`src/rtl/stage_sched.sv`:
```
// ============================================================================
// Module   : stage_sched
// Brief    : Layer sequencer feeding tokens and per-head biases into the
//            4-head attention stage, with per-layer drain and timeout.
// Revision : 1.0
// ============================================================================
`default_nettype none

module stage_sched #(
    parameter  int ATT_WIDTH = 16,
    parameter  int N_TOKEN   = 16,
    parameter  int N_LAYER   = 4,
    parameter  int DRAIN_MAX = 1024,
    localparam int c_lw      = $clog2(N_LAYER) + 1,
    localparam int c_aw      = $clog2(N_LAYER * N_TOKEN),
    localparam int c_tw      = $clog2(N_TOKEN + 1),
    localparam int c_dw      = $clog2(DRAIN_MAX)
) (
    input  logic                 clk,
    input  logic                 rst,
    input  logic                 start,
    input  logic [c_lw-1:0]      cfg_layers,
    output logic                 busy,
    output logic                 done,
    output logic                 err_timeout,
    input  logic                 in_valid,
    output logic                 in_ready,
    input  logic [ATT_WIDTH-1:0] in_data,
    output logic [c_aw-1:0]      bias_addr,
    input  logic [ATT_WIDTH-1:0] bias_rdata_1,
    input  logic [ATT_WIDTH-1:0] bias_rdata_2,
    input  logic [ATT_WIDTH-1:0] bias_rdata_3,
    input  logic [ATT_WIDTH-1:0] bias_rdata_4,
    output logic                 stg_en,
    output logic [ATT_WIDTH-1:0] stg_data,
    output logic [ATT_WIDTH-1:0] stg_bias_1,
    output logic [ATT_WIDTH-1:0] stg_bias_2,
    output logic [ATT_WIDTH-1:0] stg_bias_3,
    output logic [ATT_WIDTH-1:0] stg_bias_4,
    input  logic                 stg_end
);

    typedef enum logic [2:0] {
        S_IDLE  = 3'd0,
        S_FEED  = 3'd1,
        S_DRAIN = 3'd2,
        S_NEXT  = 3'd3,
        S_DONE  = 3'd4
    } state_t;

    localparam logic [c_tw-1:0] c_tok_max    = c_tw'(N_TOKEN);
    localparam logic [c_dw-1:0] c_drain_last = c_dw'(DRAIN_MAX - 1);
    localparam logic [c_lw-1:0] c_layer_max  = c_lw'(N_LAYER);

    state_t               r_state;
    state_t               w_next;
    logic [c_lw-1:0]      r_layers;
    logic [c_lw-1:0]      r_layer_cnt;
    logic [c_lw-1:0]      w_cfg;
    logic [c_tw-1:0]      r_tok_cnt;
    logic [c_dw-1:0]      r_drain_cnt;
    logic                 r_err;
    logic                 r_hs;
    logic                 r_stg_en;
    logic [ATT_WIDTH-1:0] r_data;
    logic                 w_hs;
    logic                 w_timeout;
    logic                 w_last_layer;

    always_comb begin
        w_cfg = cfg_layers;
        if (cfg_layers == '0) begin
            w_cfg = c_lw'(1);
        end else if (cfg_layers > c_layer_max) begin
            w_cfg = c_layer_max;
        end
    end

    assign in_ready     = (r_state == S_FEED) && (r_tok_cnt < c_tok_max);
    assign w_hs         = in_valid && in_ready;
    assign w_last_layer = ((r_layer_cnt + c_lw'(1)) == r_layers);
    assign w_timeout    = (r_state == S_DRAIN) && !stg_end && (r_drain_cnt == c_drain_last);
    assign bias_addr    = (r_state == S_FEED)
                        ? c_aw'(32'(r_layer_cnt) * N_TOKEN + 32'(r_tok_cnt)) : '0;

    assign busy        = (r_state != S_IDLE);
    assign done        = (r_state == S_DONE);
    assign err_timeout = r_err;
    assign stg_en      = r_stg_en;
    assign stg_data    = r_data;
    // Bias SRAM answers one cycle after the address, aligned with the registered token.
    assign stg_bias_1  = r_hs ? bias_rdata_1 : '0;
    assign stg_bias_2  = r_hs ? bias_rdata_2 : '0;
    assign stg_bias_3  = r_hs ? bias_rdata_3 : '0;
    assign stg_bias_4  = r_hs ? bias_rdata_4 : '0;

    always_ff @(posedge clk or posedge rst) begin
        if (rst) begin
            r_state <= S_IDLE;
        end else begin
            r_state <= w_next;
        end
    end

    always_comb begin
        w_next = r_state;
        case (r_state)
            S_IDLE:  if (start) w_next = S_FEED;
            // Stay one extra cycle after the last token so its bias pair is presented.
            S_FEED:  if (r_tok_cnt == c_tok_max) w_next = S_DRAIN;
            S_DRAIN: begin
                if (stg_end) begin
                    w_next = S_NEXT;
                end else if (w_timeout) begin
                    w_next = S_DONE;
                end
            end
            S_NEXT:  w_next = w_last_layer ? S_DONE : S_FEED;
            S_DONE:  w_next = S_IDLE;
            default: w_next = S_IDLE;
        endcase
    end

    always_ff @(posedge clk or posedge rst) begin
        if (rst) begin
            r_layers    <= '0;
            r_layer_cnt <= '0;
            r_tok_cnt   <= '0;
            r_drain_cnt <= '0;
            r_err       <= 1'b0;
            r_hs        <= 1'b0;
            r_stg_en    <= 1'b0;
            r_data      <= '0;
        end else begin
            r_stg_en <= (w_next == S_FEED) || (w_next == S_DRAIN);
            r_hs     <= w_hs;
            r_data   <= w_hs ? in_data : '0;
            case (r_state)
                S_IDLE: begin
                    if (start) begin
                        r_layers    <= w_cfg;
                        r_err       <= 1'b0;
                        r_layer_cnt <= '0;
                        r_tok_cnt   <= '0;
                        r_drain_cnt <= '0;
                    end
                end
                S_FEED: begin
                    if (w_hs) r_tok_cnt <= r_tok_cnt + c_tw'(1);
                end
                S_DRAIN: begin
                    if (w_timeout) begin
                        r_err <= 1'b1;
                    end else if (!stg_end && (r_drain_cnt != c_drain_last)) begin
                        r_drain_cnt <= r_drain_cnt + c_dw'(1);
                    end
                end
                S_NEXT: begin
                    r_layer_cnt <= r_layer_cnt + c_lw'(1);
                    r_tok_cnt   <= '0;
                    r_drain_cnt <= '0;
                end
                default: ;
            endcase
        end
    end

endmodule

`default_nettype wire

```
`config.mk`:
```
export PLATFORM = sky130hd
export DESIGN_NAME = stage_sched
export DESIGN_NICKNAME = d
export VERILOG_FILES = /design/src/rtl/stage_sched.sv
export SDC_FILE = /design/constraint.sdc
export NUM_CORES = 1
export LEC_CHECK = 0
export ABC_CLOCK_PERIOD_IN_PS = 2200
export BUFFER_PORTS_ARGS = -buffer_cell sky130_fd_sc_hd__buf_2
export CAP_MARGIN = 30
export CORE_ASPECT_RATIO = 1.4
export CORE_MARGIN = 10
export CORE_UTILIZATION = 43
export CTS_BUF_LIST = sky130_fd_sc_hd__clkbuf_4
export CTS_CLUSTER_DIAMETER = 80
export DETAILED_ROUTE_END_ITERATION = 8
export GPL_ROUTABILITY_DRIVEN = 0
export PLACE_DENSITY = 0.83
export SETUP_SLACK_MARGIN = 0.5
export SLEW_MARGIN = 20
export SYNTH_ARGS = -nofsm -noshare
export SYNTH_HDL_FRONTEND = slang
export SYNTH_SLANG_ARGS = --single-unit
```
`constraint.sdc`:
```
create_clock -name clk -period 2.2 [get_ports clk]
set_clock_uncertainty 0.05 [all_clocks]
set_input_delay 0.11 -clock clk [delete_from_list [all_inputs] [get_ports clk]]
set_output_delay 0.11 -clock clk [all_outputs]
set_load 0.01 [all_outputs]
```
==> metrics.cfg, run 1 <==
[sta]
slew_at_the_pin_closest_to_its_max_slew_limit_ps = 559
setup_total_negative_slack_ps = 0
final_min_period_over_clock_period_pct = 84.3
setup-violations-final = 0
rsz0062_at_grt = true
slew_headroom_pct = 62.7
achievable-frequency_mhz = 539
fin_crit_ps = 1860
timing.final.hold_violations = 0
slew_viol_final = 0

[yosys]
synth.top_cells.by_area = sky130_fd_sc_hd__dfrtp_1, sky130_fd_sc_hd__and2_1, sky130_fd_sc_hd__and3_1, sky130_fd_sc_hd__nand2_1, sky130_fd_sc_hd__mux2i_1
synth_compound_area_share_pct = 10.5
synth_fa_ha_area_share_pct = 2.45
postSynthNetCount = 370
ys_ff_latch = 43
synth-edff-count = 0
synth.mux.area_fraction_pct = 3.19
synth.most_common_cell = sky130_fd_sc_hd__and2_1
yosysTopAreaCellShare_pct = 42.2
synth_top_family_by_area = simple AND/OR/NAND/NOR gates
post_synth.cell_area_avg_um2 = 9.21
post_synthesis_instance_area_um2 = 2550
synth.cells.most_frequent = sky130_fd_sc_hd__and2_1, sky130_fd_sc_hd__dfrtp_1, sky130_fd_sc_hd__nand2_1, sky130_fd_sc_hd__and3_1, sky130_fd_sc_hd__clkbuf_1
synthDistinctLibCells = 44
synth_largest_area_cell = sky130_fd_sc_hd__dfrtp_1
yosys_warnings = 0
synth_xor_area_share_pct = 1.91
synth_sequential_area_ratio_pct = 42.2
synthesis.instances = 277
postSynth.asyncResetShare_pct = 100
postSynth.topFlopCell = sky130_fd_sc_hd__dfrtp_1
synth_simple_gate_area_share_pct = 35.6

[layout]
num_antenna_cells = 0
final_layout_size_suffix_gt1_share_pct = 52.0
layout.cells.non_filler = 572
layout-area-overhead-vs-synth_pct = 66.3
post_layout_nets = 594
nFillCells = 413

[clock_network]
cts-buffers-inserted = 5
clock_edge_transition_at_the_registers_on_the_reported_setup_and_hold_paths_ps = 130
clock_path_buffers = 2
tritoncts_clock_tree = done
cts-htree-levels = 2
clock-root-buffer = sky130_fd_sc_hd__clkbuf_4
clock_sinks = 43
clock_insertion_delay_worst_skew_ps = 360

[routing]
drt.antenna.violating_nets = 0
routed_wirelength_mm = 12.4
drcViolationCount = 0
detail_route.wl_per_cell_um = 21.7
violation_count_after_the_first_detailed_route_iteration = 307
via_per_inst = 5.50
drt_pre_antenna_iters = 6
num_vias = 3147

[floorplanning]
io_pins = 179
floorplan.die_area_um2 = 9450
vert_die_dim_um = 111
die_width_um = 85.1
floorplan.initialDensity_pct = 43.8
area_inside_the_core_boundary_um2 = 5820
placement_rows = 33

[grt]
grt_overflow = 0
number_of_global_route_vias_before_repair = 3058
antenna_found_initial = 0
grt_start_max_net_pins = 65
grt_first_pass_wirelength_mm = 17.9
globalRouteTotalUtil_pct = 24.0

[critical_path]
worst-endpoint-arrival_ps = 2110
worstPathRequired_ps = 2460
crit_path_max_fo = 8
start_kind = flip-flop
timing.critical_path.to_type = flip-flop
timing_worst_setup_path_type = reg2reg

[min_path]
min-delay-path-class = in2reg

[place]
cell_count_after_placement = 518
placed_wire_length_estimate_after_detailed_placement_mm = 9.19
count_of_buffers_inserted_at_the_top_level_ports = 178

[power]
power.density_cell_area_nw_per_um2 = 929
cellLeakagePower_nw = 2.31
total_power_mw = 3.94
worst_ir_drop_vdd_mv = 0.557

[run]
max-cap-violations = 0

[run_status]
result_of_the_run = complete, no violations

==> cell type report <==
class	instances	area [um^2]	area share, %
Tap cell	70	87.6	2.07
Sequential cell	43	1080	25.5
Clock inverter	3	15.0	0.354
Multi-Input combinational cell	208	1560	36.8
Inverter	10	41.3	0.974
Timing Repair Buffer	233	1420	33.4
Clock buffer	5	37.5	0.885
==> kinds of logic after synthesis <==
kind of cell	Yosys count
flops	43
fa+ha+maj	5
compound gates	38
buf+inv	27
xor+xnor	4
simple gates	152
mux	8
==> power breakdown <==
part	switching, mW	internal (mW)
Clock	0.264	0.119
Sequential	0.159	0.981
Combinational	1.30	1.12
==> per-layer routing <==
metal  share of wire [%]  global-route usage [%]  wire (um)  up-vias
li1                    -                       -          -     1406
met1                  35                    26.4       4320     1496
met2                  51                    43.0       6350      221
met3                  12                    7.57       1440       24
met4                 2.5                    5.40        316        0
met5                   0                       0          0        -
==> worst paths after layout <==
| path | start | endpoint | slack (ps) | depth (start not counted) |
|---|---|---|---|---|
| min reg2reg | err_timeout | err_timeout | 460 | 1 |
| max reg2reg | r_state[1] | r_drain_cnt[3] | 340 | 4 |
| min | in_valid | r_hs | 10 | 3 |
| max | r_state[1] | r_drain_cnt[3] | 340 | 4 |
| min in group asynchronous | rst | stg_data[0] | 390 | 4 |
| max in group asynchronous | rst | r_state[1] | 1300 | 4 |
==> flip-flops by register name, summed over array words and instances, names as in the netlist <==
register     count
stg_data        16
r_layer_cnt      3
err_timeout      1
stg_en           1
r_layers         3
r_hs             1
r_tok_cnt        5
r_state          3
r_drain_cnt     10
==> cells in the final DEF, fill, tap and decap left out, types with 3 or more instances in the layout <==
master	instances
sky130_fd_sc_hd__buf_2	176
sky130_fd_sc_hd__a22o_1	3
sky130_fd_sc_hd__nand3_1	4
sky130_fd_sc_hd__dfrtp_1	39
sky130_fd_sc_hd__dfrtp_2	4
sky130_fd_sc_hd__o21ai_0	8
sky130_fd_sc_hd__buf_6	13
sky130_fd_sc_hd__and2_4	3
sky130_fd_sc_hd__nand4_1	3
sky130_fd_sc_hd__buf_4	24
sky130_fd_sc_hd__clkinv_2	3
sky130_fd_sc_hd__and2_1	65
sky130_fd_sc_hd__ha_1	4
sky130_fd_sc_hd__mux2i_1	7
sky130_fd_sc_hd__and3_1	17
sky130_fd_sc_hd__nor2_1	5
sky130_fd_sc_hd__dlygate4sd3_1	19
sky130_fd_sc_hd__nand2_1	17
sky130_fd_sc_hd__o41ai_1	3
sky130_fd_sc_hd__a21oi_1	6
sky130_fd_sc_hd__nor2b_1	3
sky130_fd_sc_hd__nand2b_1	9
sky130_fd_sc_hd__clkbuf_4	5
sky130_fd_sc_hd__inv_1	9
sky130_fd_sc_hd__nor4_4	3
sky130_fd_sc_hd__nor3_1	4
==> repair_timing <==
item	CTS	global route
cloned	2	1
hold endpoints to repair	62	0
pin swaps	11	11
gates resized for setup	36	24
hold buffers	19	0
buffers inserted	17	7
endpoints found under the setup margin	26	51
==> worst max-delay path: stages (launching register included) <==
cell and delay, ps:
sky130_fd_sc_hd__dfrtp_2 470, sky130_fd_sc_hd__or4b_4 550, sky130_fd_sc_hd__o31a_4 180, sky130_fd_sc_hd__or4_4 430, sky130_fd_sc_hd__a21oi_2 140
==> per-stage QoR <==
step	hold WS (ps)	util, %	area, um^2	setup WS [ps]
floorplan	157	-	2580	335
global placement	221	61.0	3550	249
detailed placement	234	61.0	3550	173
CTS	5.55	70.2	4090	390
global route	2.37	72.8	4240	248
finish	9.63	72.8	4240	345
Note: power is estimated with default switching activity, not from simulation.
==> run 2: changes to the inputs <==
--- a/config.mk
+++ b/config.mk
@@ -5,17 +5,17 @@
 export SDC_FILE = /design/constraint.sdc
 export NUM_CORES = 1
 export LEC_CHECK = 0
-export ABC_CLOCK_PERIOD_IN_PS = 2200
+export ABC_CLOCK_PERIOD_IN_PS = 1520
 export BUFFER_PORTS_ARGS = -buffer_cell sky130_fd_sc_hd__buf_2
 export CAP_MARGIN = 30
 export CORE_ASPECT_RATIO = 1.4
 export CORE_MARGIN = 10
-export CORE_UTILIZATION = 43
+export CORE_UTILIZATION = 39
 export CTS_BUF_LIST = sky130_fd_sc_hd__clkbuf_4
 export CTS_CLUSTER_DIAMETER = 80
 export DETAILED_ROUTE_END_ITERATION = 8
 export GPL_ROUTABILITY_DRIVEN = 0
-export PLACE_DENSITY = 0.83
+export PLACE_DENSITY = 0.8
 export SETUP_SLACK_MARGIN = 0.5
 export SLEW_MARGIN = 20
 export SYNTH_ARGS = -nofsm -noshare
==> constraint.sdc (replaced) <==
create_clock -name clk -period 1.52 [get_ports clk]
set_clock_uncertainty 0.05 [all_clocks]
set_input_delay 0.076 -clock clk [delete_from_list [all_inputs] [get_ports clk]]
set_output_delay 0.076 -clock clk [all_outputs]
set_load 0.01 [all_outputs]
==> metrics.cfg, run 2 (same netlist as run 1, synthesis figures left out) <==
[critical_path]
timing.critical_path.slowest_stage_cell = sky130_fd_sc_hd__or4b_4
critical_path_cell_count = 5  ; +1
ff2ff_path_depth = 5  ; +1
crit_path_max_fo = 7  ; -1
timing_worst_setup_path_type = reg2reg
timing.critical_path.to_type = flip-flop
worst-endpoint-arrival_ps = 2140  ; +30 ps
cp_slowest_stage_delay_ps = 590  ; +40 ps
critical_path.cell_chain = or4b_4 > o31a_4 > buf_6 > o311ai_4 > o41ai_2
path_delay_family = simple AND/OR/NAND/NOR gates
worstPathBufferInverterCount = 1  ; +1
worstPathRequired_ps = 1720  ; -740 ps
start_kind = flip-flop

[routing]
drt.antenna.violating_nets = 0  ; unchanged
drt_pre_antenna_iters = 5  ; -1
routed_wirelength_mm = 18.2  ; +46%
drcViolationCount = 0  ; unchanged
via_per_inst = 6.08  ; +10%
detail_route.wl_per_cell_um = 29.2  ; +34%
num_vias = 3787  ; +20%
violation_count_after_the_first_detailed_route_iteration = 334  ; +8.8%

[sta]
rsz0062_at_grt = true
final_min_period_over_clock_period_pct = 128  ; +43 points
achievable-frequency_mhz = 515  ; -4.4%
setup_total_negative_slack_ps = -15100  ; -15100 ps
fin_crit_ps = 1940  ; +84.8 ps
slew_viol_final = 0  ; unchanged
postLayoutSetupSlackWorst_ps = -420  ; -765 ps
setup-violations-final = 94  ; +94
worst_hold_slack_ps = 102  ; +92.4 ps
slew_at_the_pin_closest_to_its_max_slew_limit_ps = 693  ; +134 ps
slew_headroom_pct = 53.6  ; -9.2 points
timing.final.hold_violations = 0  ; unchanged

[layout]
final_layout_size_suffix_gt1_share_pct = 70.3  ; +18 points
layout_commonest_cell = sky130_fd_sc_hd__buf_2
most-common-layout-cells = sky130_fd_sc_hd__buf_2, sky130_fd_sc_hd__buf_6, sky130_fd_sc_hd__and2_4
largest_register_ffs = 16  ; unchanged
layout.cells.non_filler = 623  ; +8.9%
post_layout_nets = 640  ; +7.7%
finish.utilization_pct = 88.4  ; +16 points
nFillCells = 249  ; -40%
layout-area-overhead-vs-synth_pct = 118

[min_path]
min-delay-path-class = in2reg
hold_path_depth = 4  ; +1

[run_status]
result_of_the_run = complete, but fails checks
failed_checks = setup timing

[grt]
globalRouteTotalUtil_pct = 26.9  ; +2.9 points
number_of_global_route_vias_before_repair = 3538  ; +16%
grt_first_pass_wirelength_mm = 20.7  ; +16%
grt_start_max_net_pins = 27  ; -58%
antenna_found_initial = 3  ; +3
grt_overflow = 0  ; unchanged

[run]
max-cap-violations = 0  ; unchanged

[floorplanning]
floorplan.die_area_um2 = 10200  ; +8.1%
vert_die_dim_um = 116  ; +4.1%
floorplan.initialDensity_pct = 40.5  ; -3.3 points
io_pins = 179  ; unchanged
die_width_um = 88.3  ; +3.8%
area_inside_the_core_boundary_um2 = 6300  ; +8.1%
placement_rows = 34  ; +3.0%

[clock_network]
clock_insertion_delay_worst_skew_ps = 370  ; about the same
cts-htree-levels = 2  ; unchanged
cts-buffers-inserted = 5  ; unchanged
clock-root-buffer = sky130_fd_sc_hd__clkbuf_4
clock_sinks = 43  ; unchanged
tritoncts_clock_tree = done
clock_path_buffers = 2  ; unchanged
clock_edge_transition_at_the_registers_on_the_reported_setup_and_hold_paths_ps = 150  ; +20 ps

[place]
placed_wire_length_estimate_after_detailed_placement_mm = 9.56  ; +4.0%
preCtsSetupSlack_ps = -415  ; -588 ps
cell_count_after_placement = 562  ; +8.5%
count_of_buffers_inserted_at_the_top_level_ports = 178  ; unchanged

[power]
power.density_cell_area_nw_per_um2 = 1560  ; +68%
cellLeakagePower_nw = 2.83  ; +23%
worst_ir_drop_vdd_mv = 0.756  ; +36%

## run 2: changes by cell type in the layout (fill, tap and decap cells not counted), sizes merged
cell / delta
clkinv: -2
buf: +41
clkinvlp: +2
dlygate4sd3: +2
diode: +3
clkbuf: +3
## run 2: power breakdown
part / leakage (nW) / switching [mW] / total [mW] / internal [mW]
logic: 2.23 / 2.79 / 6.37 / 3.58
clock network: 0.0317 / 0.442 / 0.639 / 0.197
registers: 0.564 / 0.272 / 1.69 / 1.42
total: 2.83 / 3.51 / 8.70 / 5.19
## run 2: through the flow
stage	area, um^2	power, mW
finish	5560	8.70
global route	5560	8.91
CTS	4940	7.32
detailed placement	3970	5.11
global placement	3970	5.02
floorplan	2690	3.46
## run 2: what timing repair did
action | in CTS | in global routing
setup endpoints to repair | 129 | 135
hold buffers | 21 | 0
setup buffers | 7 | 11
hold endpoints to repair | 44 | 0
resized for setup | 101 | 117
cloned | 7 | 4
pin swaps | 4 | 12
## run 2: path summary, 6_finish.rpt
path | from | to | slack, ps
worst min-delay path | stg_end | stg_en | 100
max in group asynchronous | rst | r_hs | 680
worst max register to register | r_state[1] | r_drain_cnt[8] | -420
worst max-delay path | r_state[1] | r_drain_cnt[8] | -420
min in group asynchronous | rst | r_state[2] | 210
worst min register to register | err_timeout | err_timeout | 500
## run 2: cell type report
cell class | instances | area (um^2) | share of cell area [%]
Clock inverter | 2 | 12.5 | 0.225
Inverter | 10 | 41.3 | 0.742
Tap cell | 72 | 90.1 | 1.62
Clock buffer | 6 | 45.0 | 0.810
Antenna cell | 3 | 7.51 | 0.135
Timing Repair inverter | 1 | 5.00 | 0.0899
Timing Repair Buffer | 278 | 2430 | 43.8
Sequential cell | 43 | 1080 | 19.4
Multi-Input combinational cell | 208 | 1850 | 33.2
## run 2: layer usage
metal  share of wire (%)  wire length (um)  global-route usage (%)
met1                  31              5660                    27.4
met5                   0                 0                       0
met3                  12              2250                    8.50
met2                  49              9000                    48.0
met4                 7.0              1270                    13.2
## run 2: tightest hold or removal path, cell delays in order
cell,delay [ps]
sky130_fd_sc_hd__buf_2,100
sky130_fd_sc_hd__buf_4,150
sky130_fd_sc_hd__nand2_1,60
sky130_fd_sc_hd__o211a_1,120
==> run 3: changes to the inputs <==
--- a/config.mk
+++ b/config.mk
@@ -16,6 +16,7 @@
 export DETAILED_ROUTE_END_ITERATION = 8
 export GPL_ROUTABILITY_DRIVEN = 0
 export PLACE_DENSITY = 0.8
+export RECOVER_POWER = 50
 export SETUP_SLACK_MARGIN = 0.5
 export SLEW_MARGIN = 20
 export SYNTH_ARGS = -nofsm -noshare
==> constraint.sdc (replaced) <==
create_clock -name clk -period 1.52 [get_ports clk]
set_clock_uncertainty 0.05 [all_clocks]
set_input_delay 0.304 -clock clk [delete_from_list [all_inputs] [get_ports clk]]
set_output_delay 0.304 -clock clk [all_outputs]
set_load 0.01 [all_outputs]
==> metrics.cfg, run 3 (same netlist as run 1, synthesis figures left out) <==
[sta]
setup-violations-final = 114  ; +21%
slew_headroom_pct = 46.9  ; -6.7 points
slew_viol_final = 0  ; unchanged
fin_crit_ps = 1980  ; +42.3 ps
slew_at_the_pin_closest_to_its_max_slew_limit_ps = 797  ; +104 ps
final_min_period_over_clock_period_pct = 130  ; +2.8 points
setup_total_negative_slack_ps = -33770  ; -18670 ps
achievable-frequency_mhz = 504  ; -2.1%
postLayoutSetupSlackWorst_ps = -463  ; -42.3 ps
timing.final.hold_violations = 0  ; unchanged
worst_hold_slack_ps = 121  ; +18.7 ps
rsz0062_at_grt = true

[routing]
drt_pre_antenna_iters = 4  ; -1
violation_count_after_the_first_detailed_route_iteration = 333  ; -0.30%
num_vias = 3647  ; -3.7%
routed_wirelength_mm = 18.0  ; -1.0%
via_per_inst = 5.84  ; -4.0%
drt.antenna.violating_nets = 0  ; unchanged
detail_route.wl_per_cell_um = 28.8  ; -1.3%
drcViolationCount = 0  ; unchanged

[critical_path]
rr_startpoint = r_state[2]
timing.critical_path.slowest_stage_cell = sky130_fd_sc_hd__dfrtp_1
ff2ff_path_depth = 5  ; unchanged
timing.critical_path.to_type = primary output
critical-path-top-cell-by-count = sky130_fd_sc_hd__buf_6
worstPathRequired_ps = 1170  ; -550 ps
r2r_setup_slack_ps = -420  ; about the same
reg2reg_to = r_drain_cnt[6]
worst-endpoint-arrival_ps = 1630  ; -510 ps
critical_path.cell_chain = buf_6 > nor2b_4 > nand2_8 > nor2_4 > buf_6
cp_slowest_stage_delay_ps = 470  ; -120 ps
crit_path_max_fo = 7  ; unchanged
start_kind = flip-flop
timing_worst_setup_path_type = reg2out

[power]
cellLeakagePower_nw = 2.88  ; +1.6%
total_power_mw = 9.31  ; +7.0%
worst_ir_drop_vdd_mv = 1.04  ; +37%
power.density_cell_area_nw_per_um2 = 1620  ; +3.3%

[run]
max-cap-violations = 0  ; unchanged

[clock_network]
clock_path_buffers = 2  ; unchanged
tritoncts_clock_tree = done
clock-root-buffer = sky130_fd_sc_hd__clkbuf_4
clock_edge_transition_at_the_registers_on_the_reported_setup_and_hold_paths_ps = 130  ; -20 ps
cts-buffers-inserted = 5  ; unchanged
cts-htree-levels = 2  ; unchanged
clock_insertion_delay_worst_skew_ps = 380  ; about the same
clock_sinks = 43  ; unchanged

[layout]
finish.utilization_pct = 91.5  ; +3.1 points
final_layout_size_suffix_gt1_share_pct = 76.9  ; +6.6 points
postLayoutCellArea_um2 = 5760  ; +3.5%
layout_commonest_cell = sky130_fd_sc_hd__buf_6
layout-area-overhead-vs-synth_pct = 126
layout.cells.non_filler = 625  ; +0.32%
post_layout_nets = 641  ; +0.16%
nFillCells = 238  ; -4.4%
most-common-layout-cells = sky130_fd_sc_hd__buf_6, sky130_fd_sc_hd__buf_2, sky130_fd_sc_hd__and2_4
largest_register_ffs = 16  ; unchanged

[grt]
grt_overflow = 0  ; unchanged
number_of_global_route_vias_before_repair = 3721  ; +5.2%
grt_start_max_net_pins = 27  ; unchanged
grt_first_pass_wirelength_mm = 22.1  ; +6.4%
antenna_found_initial = 4  ; +1
globalRouteTotalUtil_pct = 28.7  ; +1.9 points

[place]
postPlaceCellArea_um2 = 4140  ; +4.4%
placed_wire_length_estimate_after_detailed_placement_mm = 8.93  ; -6.6%
count_of_buffers_inserted_at_the_top_level_ports = 178  ; unchanged
preCtsSetupSlack_ps = -356  ; +59.5 ps
cell_count_after_placement = 564  ; +0.36%

[floorplanning]
floorplan.die_area_um2 = 10200  ; unchanged
vert_die_dim_um = 116  ; unchanged
die_width_um = 88.3  ; unchanged
placement_rows = 34  ; unchanged
area_inside_the_core_boundary_um2 = 6300  ; unchanged
io_pins = 179  ; unchanged
floorplan.initialDensity_pct = 40.5  ; unchanged

[run_status]
failed_checks = setup timing
result_of_the_run = complete, but fails checks

[min_path]
min-delay-path-class = in2reg
hold_path_depth = 2  ; -2
hold-path-endpoint = r_layers[0]
min_from = cfg_layers[2]

==> run 3: cell types whose count changed in the layout (fill, tap and decap cells not counted), sizes merged <==
cell and change:
buf +17, clkbuf +4, clkinv +2, clkinvlp -2, diode +1, dlygate4sd3 -20
==> run 3: power by group <==
part,switching [mW],total [mW],leakage [nW],internal [mW]
registers,0.248,1.67,0.564,1.42
clock network,0.415,0.588,0.0348,0.173
logic,2.96,7.05,2.28,4.09
==> run 3: how the worst max path moves through the flow <==
| stage | end | from | depth (start not counted) | slack, ps |
|---|---|---|---|---|
| after detailed placement | r_drain_cnt[7] | r_state[1] | 4 | -360 |
| after CTS | r_drain_cnt[0] | r_state[1] | 4 | -340 |
| after global routing | bias_addr[5] | r_state[0] | 5 | -470 |
| final | bias_addr[0] | r_state[0] | 5 | -460 |
| after floorplan | r_drain_cnt[2] | r_state[1] | 6 | -340 |
| after global placement | r_drain_cnt[5] | r_state[1] | 4 | -270 |
==> run 3: worst max-delay path: cells and delay by family (launching register included) <==
| family | cells | cell delay (ps) |
|---|---|---|
| flops | 1 | 470 |
| buf+inv | 2 | 290 |
| simple gates | 3 | 490 |
==> run 3: layout make-up <==
cell class | instances | area [um^2] | area share (%)
timing repair buffer | 280 | 2490 | 43.2
multi-input combinational | 208 | 2000 | 34.7
sequential | 43 | 1080 | 18.7
inverter | 10 | 43.8 | 0.760
clock buffer | 5 | 37.5 | 0.652
antenna | 4 | 10.0 | 0.174
clock inverter | 3 | 15.0 | 0.261
tap | 72 | 90.1 | 1.56
==> run 3: timing repair <==
action,4_1_cts,5_1_grt
pin swaps,28,17
endpoints found under the setup margin,134,160
buffers inserted,25,11
endpoints found under the hold margin,17,0
gates resized for setup,181,48
gates cloned,10,2
hold buffers,1,0
==> run 3: metal layers <==
metal  track usage, %  part of all wire, %  up-vias
li1                 -                    -     1500
met4             15.8                  8.4        0
met1             25.4                   30     1732
met5                0                    0        -
met2             55.8                   52      302
met3             8.22                  8.9      113
